**src/rtl/uart_tx_ctrl_pkg.sv**
```systemverilog
// Shared constants for the UART transmit path: FSM state encoding and the
// TX output mux select codes (the downstream mux decodes the same values).
package uart_tx_ctrl_pkg;

  typedef logic [2:0] state_t;

  localparam state_t IDLE   = 3'd0;
  localparam state_t START  = 3'd1;
  localparam state_t DATA   = 3'd2;
  localparam state_t PARITY = 3'd3;
  localparam state_t STOP   = 3'd4;

  localparam logic [1:0] SEL_START = 2'b00;
  localparam logic [1:0] SEL_STOP  = 2'b01;
  localparam logic [1:0] SEL_DATA  = 2'b10;
  localparam logic [1:0] SEL_PAR   = 2'b11;

  // Bit counter width; a 1-bit frame still needs a 1-bit counter.
  function automatic int unsigned cnt_width(input int unsigned width);
    return (width > 1) ? $clog2(width) : 1;
  endfunction

endpackage

```
**src/rtl/uart_tx_serializer.sv**
```systemverilog
// Parallel-to-serial shifter for the UART transmitter. Loads the data word on
// accept, presents the LSB as the current bit and shifts right once per DATA
// cycle. ser_done flags the cycle in which the final bit is on the line.
module uart_tx_serializer
  import uart_tx_ctrl_pkg::*;
#(
  parameter int unsigned DATA_WIDTH = 8
) (
  input  logic                  CLK,
  input  logic                  RST,
  input  logic                  load,
  input  logic                  shift,
  input  logic [DATA_WIDTH-1:0] din,
  output logic                  ser_data,
  output logic                  ser_done
);

  localparam int unsigned CntW = cnt_width(DATA_WIDTH);
  localparam logic [CntW-1:0] LastIdx = CntW'(DATA_WIDTH - 1);

  logic [DATA_WIDTH-1:0] shreg_q, shreg_d;
  logic [CntW-1:0]       cnt_q, cnt_d;
  logic                  last_bit;

  assign last_bit = (cnt_q == LastIdx);

  // Next-state for shift register and bit counter; load has priority.
  always_comb begin
    shreg_d = shreg_q;
    cnt_d   = cnt_q;
    if (load) begin
      shreg_d = din;
      cnt_d   = '0;
    end else if (shift) begin
      shreg_d = shreg_q >> 1;
      // Return to zero after the last bit rather than running past it.
      cnt_d   = last_bit ? '0 : cnt_q + CntW'(1);
    end
  end

  // Shift register and bit counter state.
  always_ff @(posedge CLK or negedge RST) begin
    if (!RST) begin
      shreg_q <= '0;
      cnt_q   <= '0;
    end else begin
      shreg_q <= shreg_d;
      cnt_q   <= cnt_d;
    end
  end

  assign ser_data = shreg_q[0];
  assign ser_done = shift && last_bit;

endmodule

```
**src/rtl/uart_tx_ctrl.sv**
```systemverilog
// UART transmit controller. Accepts a byte on a one-cycle strobe, sequences
// start / data / parity / stop by driving the TX mux select, and supplies the
// serial data bit and the frame parity bit. All outputs come from registers.
module uart_tx_ctrl
  import uart_tx_ctrl_pkg::*;
#(
  parameter int unsigned DATA_WIDTH = 8
) (
  input  logic                  CLK,
  input  logic                  RST,
  input  logic [DATA_WIDTH-1:0] P_DATA,
  input  logic                  Data_Valid,
  input  logic                  PAR_EN,
  input  logic                  PAR_TYP,
  output logic [1:0]            mux_sel,
  output logic                  ser_data,
  output logic                  par_bit,
  output logic                  busy
);

  state_t state_q, state_d;
  logic   par_en_q, par_en_d;
  logic   par_bit_q, par_bit_d;
  logic   accept;
  logic   shift;
  logic   ser_done;

  // Strobes outside IDLE are dropped so a frame in flight is never disturbed.
  assign accept = (state_q == IDLE) && Data_Valid;
  assign shift  = (state_q == DATA);

  uart_tx_serializer #(
    .DATA_WIDTH (DATA_WIDTH)
  ) u_serializer (
    .CLK      (CLK),
    .RST      (RST),
    .load     (accept),
    .shift    (shift),
    .din      (P_DATA),
    .ser_data (ser_data),
    .ser_done (ser_done)
  );

  // Frame sequencing and capture of per-frame options on accept.
  always_comb begin
    state_d   = state_q;
    par_en_d  = par_en_q;
    par_bit_d = par_bit_q;
    case (state_q)
      IDLE: begin
        if (Data_Valid) begin
          state_d   = START;
          par_en_d  = PAR_EN;
          // Even parity is the XOR of the data; odd inverts it.
          par_bit_d = (^P_DATA) ^ PAR_TYP;
        end
      end
      START:   state_d = DATA;
      DATA: begin
        if (ser_done) begin
          state_d = par_en_q ? PARITY : STOP;
        end
      end
      PARITY:  state_d = STOP;
      STOP:    state_d = IDLE;
      default: state_d = IDLE;
    endcase
  end

  // FSM state and latched frame options.
  always_ff @(posedge CLK or negedge RST) begin
    if (!RST) begin
      state_q   <= IDLE;
      par_en_q  <= 1'b0;
      par_bit_q <= 1'b0;
    end else begin
      state_q   <= state_d;
      par_en_q  <= par_en_d;
      par_bit_q <= par_bit_d;
    end
  end

  // Moore output decode from the registered state.
  always_comb begin
    mux_sel = SEL_STOP;
    busy    = 1'b0;
    case (state_q)
      IDLE: begin
        mux_sel = SEL_STOP;
        busy    = 1'b0;
      end
      START: begin
        mux_sel = SEL_START;
        busy    = 1'b1;
      end
      DATA: begin
        mux_sel = SEL_DATA;
        busy    = 1'b1;
      end
      PARITY: begin
        mux_sel = SEL_PAR;
        busy    = 1'b1;
      end
      STOP: begin
        mux_sel = SEL_STOP;
        busy    = 1'b1;
      end
      default: begin
        mux_sel = SEL_STOP;
        busy    = 1'b0;
      end
    endcase
  end

  assign par_bit = par_bit_q;

endmodule

```
**config.mk**
```make
export PLATFORM = sky130hd
export DESIGN_NAME = uart_tx_ctrl
export DESIGN_NICKNAME = d
export VERILOG_FILES = /design/src/rtl/uart_tx_ctrl_pkg.sv /design/src/rtl/uart_tx_serializer.sv /design/src/rtl/uart_tx_ctrl.sv
export SDC_FILE = /design/constraint.sdc
export NUM_CORES = 1
export LEC_CHECK = 0
export ABC_AREA = 1
export ABC_CLOCK_PERIOD_IN_PS = 1600
export BUFFER_PORTS_ARGS = -buffer_cell sky130_fd_sc_hd__buf_2
export CAP_MARGIN = 40
export CORE_ASPECT_RATIO = 0.6
export CORE_UTILIZATION = 30
export CTS_BUF_LIST = sky130_fd_sc_hd__clkbuf_16
export DETAILED_ROUTE_END_ITERATION = 6
export PLACE_DENSITY = 0.48
export SETUP_SLACK_MARGIN = 0.2
export SYNTH_ARGS = -nofsm -noshare
export SYNTH_HDL_FRONTEND = slang
export SYNTH_SLANG_ARGS = --single-unit
```
**constraint.sdc**
```tcl
create_clock -name CLK -period 1.6 [get_ports CLK]
set_input_delay 0.08 -clock CLK [delete_from_list [all_inputs] [get_ports CLK]]
set_output_delay 0.08 -clock CLK [all_outputs]
set_load 0.02 [all_outputs]
```
---- Word-level counts from Yosys, hierarchy flattened ----
Index checks and enable logic that the tools add are counted.
storage, ports and cells
  flip-flop bits (word level) ............. 16
  bits in latches ......................... 0
  bits in writable memories ............... 0
  bits in read-only memories .............. 0
  input bits .............................. 13
  logic and storage cells ................. 33
  memories kept ........................... 0
cells by class
  $add $sub $neg .......................... 1
  multipliers ............................. 0
  div/mod/pow operators ................... 0
  $lt $le $gt $ge ......................... 0
  equal/unequal tests ..................... 7
  shifts and indexed selects .............. 0
  multiplexer cells ....................... 11
  bitwise logic cells ..................... 1
  reduce and logical (&&, ||, !) cells .... 8
operators with widths
  kind                                                                    count
  3-bit two-way mux                                                       6
  8-bit two-way mux                                                       2
  3-bit case mux with 4 select lines                                      1
  8-bit XOR reduction                                                     1
  3-bit by 2-bit equality test with 1-bit output (second input constant)  2
  3-bit equality test (second input constant)                             2
  2-bit case mux with 3 select lines                                      1
  2-bit inequality test (second input constant)                           2
  2-bit AND reduction                                                     2
  4-bit OR reduction                                                      1
  3-bit by 1-bit adder with 3-bit output (second input constant)          1
  3-bit by 1-bit equality test with 1-bit output (second input constant)  1
  3-bit zero test                                                         1
  1-bit logical AND                                                       2
  2-bit nonzero test                                                      1
  1-bit two-way mux                                                       1
  1-bit bitwise XOR                                                       1

---- Logic depth before layout (Yosys ltp) ----
Gate-level depths: netlist of run 1.
  depth after elaboration ................. 4
  gate-level depth with buffers ........... 10
  mapped depth without buffers ............ 10

---- Hierarchy ----
From an unflattened synthesis of run 1, not the netlist that was laid out.
second synthesis, totals
  cell total of the unflattened synthesis .. 142
  area, all modules ....................... 983.4 um2
modules (own cells, without submodules)
  module              instances  cells an instance  area an instance (um2)
  uart_tx_serializer  1          72                 574.3
  uart_tx_ctrl        1          70                 409.1

---- Worst setup path before layout of run 1 ----
OpenSTA, ideal clock, no wires.
  path type ............................... register to register
  start point ............................. register u_serializer.cnt_q[0]
  end point ............................... register state_q[1]
  data arrival time ....................... 1,153 ps
  path slack .............................. 323 ps
  stages on the path, launching flop included .. 6
  buffers on the path ..................... 0
  clock period less this slack ............ 1,277 ps
  cells stage by stage .................... dfrtp_1 ha_1 ha_1 or2_4 o21ai_4 o21ai_1
on the way
  cells in the longest elaborated chain, start to end .. 4
ends and longest elaborated chain
  item                                    line                      source
  from (decl)                             uart_tx_serializer.sv:22  logic [CntW-1:0] cnt_q, cnt_d;
  from (signal assigned)                  uart_tx_serializer.sv:48  cnt_q <= cnt_d;
  3-bit equality test                     uart_tx_serializer.sv:25  assign last_bit = (cnt_q == LastIdx);
  1-bit logical AND                       uart_tx_serializer.sv:53  assign ser_done = shift && last_bit;
  2-bit inequality test (no source line)  n/a
  2-bit AND reduction (no source line)    n/a
  to (signal assigned)                    uart_tx_ctrl.sv:77        state_q <= state_d;
  to (decl)                               uart_tx_ctrl.sv:21        state_t state_q, state_d;
Every way passes these cells.
A chain may end at the register's enable or synchronous reset.

---- Worst setup path in the final report of run 1 ----
  start point ............................. register state_q[0]
  end point ............................... output port busy
on the way
  cells in the longest elaborated chain, start to end .. 3
ends and longest elaborated chain
  item                                         line                source
  3-bit equality test (tied with other cells)  uart_tx_ctrl.sv:87  case (state_q)
  4-bit OR reduction (no source line) *        n/a
  1-bit two-way mux *                          uart_tx_ctrl.sv:87
  to (decl)                                    uart_tx_ctrl.sv:18  output logic busy
Mark *: on every way between the ends. The rest lies on a longest branch, timed or not.

==> flow_summary.yaml, run 1 <==
run_status:
  status: "finished, final reports clean"
synth:
  ys_seq_area_share_pct: 42.8
  async_flop_share_pct: 100
  synth_nets: 129
  synth.most_common_cell: "nand2_1"
  synth_seq_cells: 16
  ys_warn_count: 0
  synth_flop_cell: "dfrtp_1"
  ys_top_cells_by_count: "nand2_1 (24), inv_1 (21), dfrtp_1 (16)"
  synth_edf_count: 0
  synthesis.area_um2: 936
  syn_area_per_cell_um2: 8.21
  synth_cell_types: 21
  yosys-top-cells-area: "dfrtp_1 (43%), nand2_1 (9.6%), inv_1 (8.4%), o21ai_1 (7.5%), o21ai_0 (5.3%)"
  synth_area_leader_cell: "dfrtp_1"
  syn_inst: 114
  synth_top_area_share_pct: 42.8
finish:
  fin_util_pct: 40.4
  drive_above_1_share_pct: 25.4
  diodes: 0
  areaGrowthSynthToFinish_pct: 25.7
  finalNonFillerCells: 180
  fin_area_um2: 1180
  nets: 154
timing:
  max_freq_mhz: 753
  slew_viol_final: 0
  fin_ws_ns: 0.271
  final_hold_viol_count: 0
  min_period_ns: 1.33
  fin_crit_sh_pct: 83.0
  rsz0062_at_grt: "yes"
  timing.hold.ws_ns: 0.0680
  worst_pin_slew_ns: 0.362
  setup_viol: 0
  skew_ns: 0.00242
  tns_ns: 0
  slew-limit-headroom_pct: 75.8
grt:
  grt_max_degree: 19
  antenna_found_initial: 0
  grt_pass1_wl_um: 3080
  overflow: 0
  grt_pass1_vias: 709
  grt_usage_pct: 12.8
clock_tree:
  clk_pin_slew_ns: 0.05
  cts_root_buf: "clkbuf_16"
  clockBufferDepth: 2
  cts_buffers: 3
  cts_htree_levels: 1
  cts.sinks: 16
  insertion_delay_ns: 0.24
  cts_tree: "yes"
critical_path:
  crit_buf_inv: 1
  cp-startpoint: "state_q[0]"
  path_delay_family: "flip-flops"
  arrival_ns: 1.25
  criticalPathCategory: "reg2out"
  worstPathCellList: "nor2_4 > xor2_1 > buf_4"
  critPathLaunchType: "flop"
  slowest_stage: "dfrtp_1"
  r2r-end: "state_q[1]"
  end_kind: "primary output"
  rrSetupSlack_ns: 0.28
  worst_r2r_startpoint: "u_serializer.cnt_q[0]"
  slowest_delay_ns: 0.42
  crit_cells: 3
  crit_end: "busy"
  worstPathRequired_ns: 1.52
  cp_max_fo: 5
  reg2reg_depth: 5
placement:
  dpl.hpwl_um: 1430
  dp.cells: 172
  gp_congestion: 0.715
  place_ws_ns: 0.215
  dpl_cell_area_um2: 1060
  port_buffers: 17
power_and_ir_drop:
  peakVddDrop_v: 0.000640
  pwr-share-clk_pct: 20.5
  p_per_area_nw_per_um2: 1990
  power_switching_share_pct: 41.4
  internal-power_mw: 1.37
  static-leakage-power_nw: 0.611
  switching_power_mw: 0.968
  seqPwrFrac_pct: 30.3
  total_power_mw: 2.34
  p_comb_share_pct: 49.1
route:
  drt_iter0_drc: 44
  vias: 762
  via_per_inst: 4.23
  drc: 0
  antenna_left: 0
  drt_first_pass_iters: 4
  totalWireLength_um: 1860
  wl_per_cell_um: 10.3
floorplanning:
  num_rows: 15
  initial_core_util_pct: 32.2
  core-area_um2: 2910
  io_pins: 18
  die_x_um: 74.1
  die_h_um: 45.3
  die-area_um2: 3350
flow_run:
  maxCapViolCount: 0
min_path:
  min_path_type: "in2reg"
[state kept, by name, summed over array words and instances, names as in the netlist]
register	cells
u_serializer.shreg_q	8
state_q	3
u_serializer.cnt_q	3
par_bit	1
par_en_q	1
[cells in the final DEF, fill, tap and decap left out, drive strengths merged]
cell type	count
o21ai	27
nand2	25
inv	23
buf	20
dfrtp	16
nor2	7
nand3	6
clkbuf	3
xnor2	2
ha	2
xor2	1
or2	1
nor4	1
o22ai	1
o221ai	1
clkinv	1
dlygate4sd3	1
[per-layer routing]
metal	up-vias	wire (um)	track usage, %	share of wire (%)
met5	-	0	0	0
met4	0	4	2.31	0.22
met3	2	101	5.58	5.4
met2	10	821	19.8	44
met1	337	932	16.8	50
li1	413	-	-	-
[worst register-to-register path, delay by kind of cell (launching register included)]
family / cells / cell delay, ns
and+or+nand+nor: 1 / 0.28
adders and majority gates: 2 / 0.38
DFF: 1 / 0.40
AOI/OAI and AO/OA: 2 / 0.15
[what timing repair did]
action	in CTS	in global routing
endpoints found under the setup margin	0	5
hold endpoints to repair	16	0
buffers inserted	0	3
hold buffers	1	0
gates resized for setup	0	1
[area by class of cell]
class                           count  area, um^2
Multi-Input combinational cell     74         438
Sequential cell                    16         400
Fill cell                         302        1730
Clock inverter                      1        3.75
Clock buffer                        3        75.1
Timing Repair Buffer               21         120
Tap cell                           42        52.6
Inverter                           23        86.3
[power by group through the flow]
stage,sequential [mW],combinational (mW),clock [mW]
2_1_floorplan,0.725,0.831,0
3_3_place_gp,0.714,1.09,0
3_5_place_dp,0.714,1.10,0
4_1_cts,0.709,1.11,0.499
5_1_grt,0.731,1.29,0.518
6_report,0.710,1.15,0.480
[kinds of logic after synthesis]
| group | synth area share, % |
|---|---|
| compound gates | 18.7 |
| fa+ha+maj | 2.67 |
| buf+inv | 10.4 |
| flops | 42.8 |
| simple gates | 22.6 |
| xor+xnor | 2.81 |
[how the worst min path moves through the flow]
stage	startpoint	end	cells past startpoint
3_5_place_dp	RST	state_q[0]	1
2_1_floorplan	RST	par_bit	0
5_1_grt	PAR_EN	par_en_q	3
3_3_place_gp	RST	state_q[0]	1
4_1_cts	PAR_EN	par_en_q	3
6_report	PAR_EN	par_en_q	3
Note: power is estimated with default switching activity, not from simulation.
==> run 2: changes to the inputs <==
--- a/config.mk
+++ b/config.mk
@@ -5,15 +5,15 @@
 export SDC_FILE = /design/constraint.sdc
 export NUM_CORES = 1
 export LEC_CHECK = 0
-export ABC_AREA = 1
-export ABC_CLOCK_PERIOD_IN_PS = 1600
+export ABC_AREA = 0
+export ABC_CLOCK_PERIOD_IN_PS = 1150
 export BUFFER_PORTS_ARGS = -buffer_cell sky130_fd_sc_hd__buf_2
 export CAP_MARGIN = 40
 export CORE_ASPECT_RATIO = 0.6
 export CORE_UTILIZATION = 30
 export CTS_BUF_LIST = sky130_fd_sc_hd__clkbuf_16
 export DETAILED_ROUTE_END_ITERATION = 6
-export PLACE_DENSITY = 0.48
+export PLACE_DENSITY = 0.5
 export SETUP_SLACK_MARGIN = 0.2
 export SYNTH_ARGS = -nofsm -noshare
 export SYNTH_HDL_FRONTEND = slang
==> constraint.sdc (replaced) <==
create_clock -name CLK -period 1.15 [get_ports CLK]
set_input_delay 0.0575 -clock CLK [delete_from_list [all_inputs] [get_ports CLK]]
set_output_delay 0.0575 -clock CLK [all_outputs]
set_load 0.02 [all_outputs]
==> run 2 against run 1 <==
- the run now ends with setup timing left
- sequential share of layout area decreased by 5.9 points
- area after synthesis fell by 8.7%
- cell count is 17% lower
- combinational power grew 120%
- sequential power up 52%
- register-to-register slack got worse by 0.47 ns
- utilization up 15 points
- first-iteration DRC count is 45% lower
- critical path depth up 2
- sequential cell count did not move
- total power increased by 85%
- setup slack worse by 0.46 ns
- critical path type is now reg2reg
==> flow_summary.yaml, run 2 <==
run_status:
  status: "finished, violations left"
  violations: "setup timing"
route:
  wl_per_cell_um: 13.7
  antenna_left: 0
  drt_first_pass_iters: 2
  via_per_inst: 4.60
  vias: 686
  drc: 0
  totalWireLength_um: 2050
  drt_iter0_drc: 24
synth:
  ys_top_cells_by_count: "dfrtp_1 (16), mux2i_1 (8), nand2_1 (7)"
  async_flop_share_pct: 100
  synth_area_leader_cell: "dfrtp_1"
  synthesis.area_um2: 855
  synth_top_area_share_pct: 46.9
  synth_nets: 91
  yosys-top-cells-area: "dfrtp_1 (47%), mux2i_1 (9.4%), xnor2_1 (6.1%), o21ai_1 (3.5%), nand2_1 (3.1%)"
  ys_warn_count: 0
  synth_seq_cells: 16
  synth.most_common_cell: "dfrtp_1"
  synth_cell_types: 24
  ys_seq_area_share_pct: 46.9
  syn_area_per_cell_um2: 11.2
  synth_edf_count: 0
  syn_inst: 76
  synth_flop_cell: "dfrtp_1"
flow_run:
  maxCapViolCount: 0
timing:
  final_hold_viol_count: 0
  fin_crit_sh_pct: 117
  min_period_ns: 1.34
  fin_ws_ns: -0.192
  setup_viol: 17
  worst_pin_slew_ns: 0.378
  slew_viol_final: 0
  skew_ns: 0.00292
  max_freq_mhz: 745
  tns_ns: -2.17
  slew-limit-headroom_pct: 74.8
  rsz0062_at_grt: "yes"
finish:
  reg_top3: "u_serializer.shreg_q x8, state_q x3, u_serializer.cnt_q x3"
  areaGrowthSynthToFinish_pct: 67.8
  largest_reg_flops: 8
  top_register: "u_serializer.shreg_q"
  diodes: 0
  drive_above_1_share_pct: 61.5
  layout_common_cells: "buf_2 (14), dfrtp_1 (14), buf_4 (12), buf_6 (11), xnor2_1 (5)"
  nets: 133
critical_path:
  end_kind: "flop"
  critPathLaunchType: "flop"
  worstPathCellList: "nor4b_4 > buf_4 > buf_6 > a22o_1 > a21o_1"
  reg2reg_depth: 5
  cp-startpoint: "state_q[2]"
  arrival_ns: 1.53
  slowest_stage: "dfrtp_1"
  cp_max_fo: 5
  worstPathRequired_ns: 1.34
  criticalPathCategory: "reg2reg"
  crit_buf_inv: 2
  slowest_delay_ns: 0.42
  rrSetupSlack_ns: -0.19
  r2r-end: "u_serializer.shreg_q[0]"
  worst_r2r_startpoint: "state_q[2]"
  path_delay_family: "flip-flops"
grt:
  grt_usage_pct: 14.9
  overflow: 0
  grt_max_degree: 17
  grt_pass1_wl_um: 3350
  grt_pass1_vias: 694
  antenna_found_initial: 0
clock_tree:
  cts_htree_levels: 1
  insertion_delay_ns: 0.25
  cts_buffers: 3
  cts.sinks: 16
  clockBufferDepth: 2
  cts_root_buf: "clkbuf_16"
  cts_tree: "yes"
  clk_pin_slew_ns: 0.05
floorplanning:
  die_x_um: 70.9
  die-area_um2: 3070
  die_h_um: 43.3
  core-area_um2: 2590
  num_rows: 14
  io_pins: 18
  initial_core_util_pct: 33.0
min_path:
  min_from: "PAR_EN"
  min_path_cells: 3
  hold_path_end: "par_en_q"
  min_path_type: "in2reg"
placement:
  place_ws_ns: -0.205
  dpl.hpwl_um: 1340
  gp_congestion: 0.761
  port_buffers: 17
power_and_ir_drop:
  peakVddDrop_v: 0.00139
  static-leakage-power_nw: 0.668
  p_per_area_nw_per_um2: 3010
## run 2: cell count changes after synthesis, sizes merged, moves of 2 or more
cell / delta
a22o: +3
buf: +3
inv: -20
mux2i: +8
nand2: -18
nand2b: +2
nand3: -6
o21ai: -20
xnor2: +4
## run 2: worst max-delay path by stage
| stage | to | slack (ns) | depth (start not counted) |
|---|---|---|---|
| after floorplan | par_bit | -0.30 | 3 |
| after global placement | u_serializer.shreg_q[0] | -0.24 | 4 |
| after detailed placement | u_serializer.shreg_q[0] | -0.20 | 4 |
| after CTS | par_bit | -0.15 | 3 |
| after global routing | u_serializer.shreg_q[0] | -0.28 | 5 |
| final | u_serializer.shreg_q[0] | -0.19 | 5 |
## run 2: per-stage QoR
stage          area [um^2]  hold slack (ns)  util (%)  cells  total power, mW
2_1_floorplan          873           -0.238         -     76             2.13
3_3_place_gp          1050         -0.00499      40.4    133             2.55
3_5_place_dp          1050          0.00243      40.4    133             2.58
4_1_cts               1300           0.0467      50.1    146             3.83
5_1_grt               1430           0.0332      55.3    149             4.58
6_report              1430           0.0345      55.3    149             4.32
## run 2: cells by family (layout without fill, tap and decap cells)
| group | Yosys count | after routing | share of synthesized area (%) |
|---|---|---|---|
| fa+ha+maj | 2 | 2 | 2.93 |
| flops | 16 | 16 | 46.9 |
| buf+inv | 7 | 48 | 5.71 |
| mux | 9 | 9 | 11.1 |
| simple gates | 19 | 19 | 12.0 |
| compound gates | 14 | 14 | 10.5 |
| xor+xnor | 9 | 9 | 10.8 |
## run 2: repair_timing
| item | CTS | global route |
|---|---|---|
| gates cloned | 0 | 1 |
| endpoints found under the setup margin | 19 | 19 |
| setup buffers | 8 | 2 |
| endpoints found under the hold margin | 16 | 0 |
| hold buffers | 1 | 0 |
| gates resized for setup | 27 | 24 |
| pin swaps | 8 | 7 |
## run 2: worst reg2reg max path: stages, from the launching register on
cell	delay, ns
dfrtp_1	0.42
nor4b_4	0.32
buf_4	0.18
buf_6	0.11
a22o_1	0.15
a21o_1	0.10
## run 2: layout make-up
type / instances / area, um^2
clock buffer: 3 / 75.1
clock inverter: 1 / 3.75
fill: 221 / 1160
inverter: 3 / 11.3
multi-input combinational: 53 / 552
sequential: 16 / 403
tap: 32 / 40.0
timing repair buffer: 41 / 349
## run 2: power breakdown
| part | internal, mW | leakage (nW) | switching (mW) |
|---|---|---|---|
| Clock | 0.461 | 0.0385 | 0.218 |
| Sequential | 0.833 | 0.199 | 0.242 |
| Combinational | 1.45 | 0.430 | 1.12 |
| Total | 2.74 | 0.668 | 1.58 |
## run 2: metal layers
metal / GRT usage, % / part of all wire, % / up-vias
met4: 3.60 / 0.49 / 0
met1: 21.4 / 53 / 328
met3: 5.58 / 3.4 / 2
met5: 0 / 0 / -
met2: 21.2 / 43 / 8
li1: - / - / 348
==> run 3: changes to the inputs <==
--- a/config.mk
+++ b/config.mk
@@ -5,7 +5,7 @@
 export SDC_FILE = /design/constraint.sdc
 export NUM_CORES = 1
 export LEC_CHECK = 0
-export ABC_AREA = 0
+export ABC_AREA = 1
 export ABC_CLOCK_PERIOD_IN_PS = 1150
 export BUFFER_PORTS_ARGS = -buffer_cell sky130_fd_sc_hd__buf_2
 export CAP_MARGIN = 40
@@ -13,7 +13,7 @@
 export CORE_UTILIZATION = 30
 export CTS_BUF_LIST = sky130_fd_sc_hd__clkbuf_16
 export DETAILED_ROUTE_END_ITERATION = 6
-export PLACE_DENSITY = 0.5
+export PLACE_DENSITY = 0.49
 export SETUP_SLACK_MARGIN = 0.2
 export SYNTH_ARGS = -nofsm -noshare
 export SYNTH_HDL_FRONTEND = slang
==> run 3 against run 2 <==
- the flow still finishes with violations (setup timing)
- sequential share of layout area increased by 2.0 points
- utilization decreased by 9.5 points
- fmax increased by 5.4%
- cell count increased by 28%
- highest routed layer unchanged
- count of clock-buffer cells in the layout unchanged
==> flow_summary.yaml, run 3 (same netlist as run 1, synthesis figures left out) <==
run_status:
  status: "finished, violations left"
  violations: "setup timing"
route:
  drt_first_pass_iters: 4
  drt_iter0_drc: 12
  totalWireLength_um: 1810
  wl_per_cell_um: 9.46
  via_per_inst: 4.08
  drc: 0
  vias: 780
  antenna_left: 0
floorplanning:
  initial_core_util_pct: 32.2
  io_pins: 18
  die_h_um: 45.3
  core-area_um2: 2910
  num_rows: 15
  die-area_um2: 3350
  die_x_um: 74.1
finish:
  finalNonFillerCells: 191
  layout_common_cells: "nand2_1 (23), inv_1 (18), o21ai_1 (16), dfrtp_1 (15), buf_2 (14)"
  areaGrowthSynthToFinish_pct: 42.5
  fin_area_um2: 1330
  nets: 165
  diodes: 0
  num-fill-cells: 287
  largest_reg_flops: 8
  layout_commonest_cell: "nand2_1"
  reg_top3: "u_serializer.shreg_q x8, state_q x3, u_serializer.cnt_q x3"
  fin_util_pct: 45.8
  drive_above_1_share_pct: 36.9
  top_register: "u_serializer.shreg_q"
critical_path:
  worstPathCellList: "nor2_4 > buf_6 > xor2_1 > buf_4"
  critPathLaunchType: "flop"
  worstPathRequired_ns: 1.09
  slowest_stage: "dfrtp_2"
  slowest_delay_ns: 0.42
  cp_max_fo: 4
  crit_buf_inv: 2
  arrival_ns: 1.22
  end_kind: "primary output"
  path_delay_family: "flip-flops"
  criticalPathCategory: "reg2out"
clock_tree:
  insertion_delay_ns: 0.25
  clk_pin_slew_ns: 0.05
  cts.sinks: 16
  clockBufferDepth: 2
  cts_buffers: 3
  cts_htree_levels: 1
  cts_tree: "yes"
  cts_root_buf: "clkbuf_16"
timing:
  rsz0062_at_grt: "yes"
  slew_viol_final: 0
  setup_viol: 16
  max_freq_mhz: 786
  final_hold_viol_count: 0
  fin_crit_sh_pct: 111
  min_period_ns: 1.27
  slew-limit-headroom_pct: 76.1
  tns_ns: -0.927
  skew_ns: 0.00614
  fin_ws_ns: -0.123
  worst_pin_slew_ns: 0.359
grt:
  antenna_found_initial: 0
  grt_pass1_vias: 669
  overflow: 0
  grt_pass1_wl_um: 3030
  grt_usage_pct: 12.7
  grt_max_degree: 18
placement:
  dpl.hpwl_um: 1430
  dpl_cell_area_um2: 1180
  dp.cells: 183
  port_buffers: 17
  gp_congestion: 0.764
power_and_ir_drop:
  peakVddDrop_v: 0.00132
  static-leakage-power_nw: 0.673
  p_per_area_nw_per_um2: 2860
  total_power_mw: 3.82
flow_run:
  maxCapViolCount: 0
min_path:
  min_path_type: "in2reg"
## run 3: cell types whose count changed in the layout (fill, tap and decap cells not counted), moves of 8 or more
cell and change:
nand2_1 +22, inv_1 +16, o21ai_1 +13, buf_6 -9, o21ai_0 +8
## run 3: per-stage QoR
step / worst slack (ns) / hold WS [ns]
6_report: -0.123 / 0.0183
3_3_place_gp: -0.0663 / -0.00978
3_5_place_dp: -0.106 / -0.0107
5_1_grt: -0.168 / 0.0417
4_1_cts: -0.117 / 0.0197
2_1_floorplan: -0.0625 / -0.238
## run 3: power by group
group	internal, mW	switching (mW)
Sequential	0.840	0.124
Combinational	1.04	1.14
Clock	0.461	0.214
## run 3: metal layers
layer	vias up	wire, um	global-route usage, %
li1	441	-	-
met1	330	1020	18.7
met2	7	708	16.2
met3	2	72	5.36
met4	0	8	4.62
met5	-	0	0
## run 3: what timing repair did
action,4_1_cts,5_1_grt
endpoints found under the setup margin,19,19
hold buffers,1,0
endpoints found under the hold margin,16,0
setup buffers,3,0
pin swaps,6,4
resized for setup,10,3
## run 3: cell type report
cell class	instances	area (um^2)	share of cell area [%]
clock inverters	1	3.75	0.281
flip-flops and latches	16	402	30.1
multi-input cells	74	469	35.2
inverters	23	91.3	6.85
clock buffers	3	75.1	5.63
well taps	42	52.6	3.94
repair buffers	32	240	18.0
## run 3: worst reg2reg max path, delay by kind of cell (launching register included)
kind	cells	cell delay, ns
flops	1	0.37
simple gates	1	0.26
fa+ha+maj	2	0.35
compound gates	2	0.15
## run 3: path summary, 6_finish.rpt
kind | startpoint | to | slack (ns) | depth (start not counted)
worst max-delay path | state_q[1] | busy | -0.12 | 4
worst min-delay path | PAR_EN | par_en_q | 0.02 | 3
worst max register to register | u_serializer.cnt_q[0] | state_q[1] | -0.10 | 5
worst min register to register | par_bit | par_bit | 0.46 | 2
max in group asynchronous | RST | state_q[1] | 0.62 | 2
min in group asynchronous | RST | par_en_q | 0.25 | 2
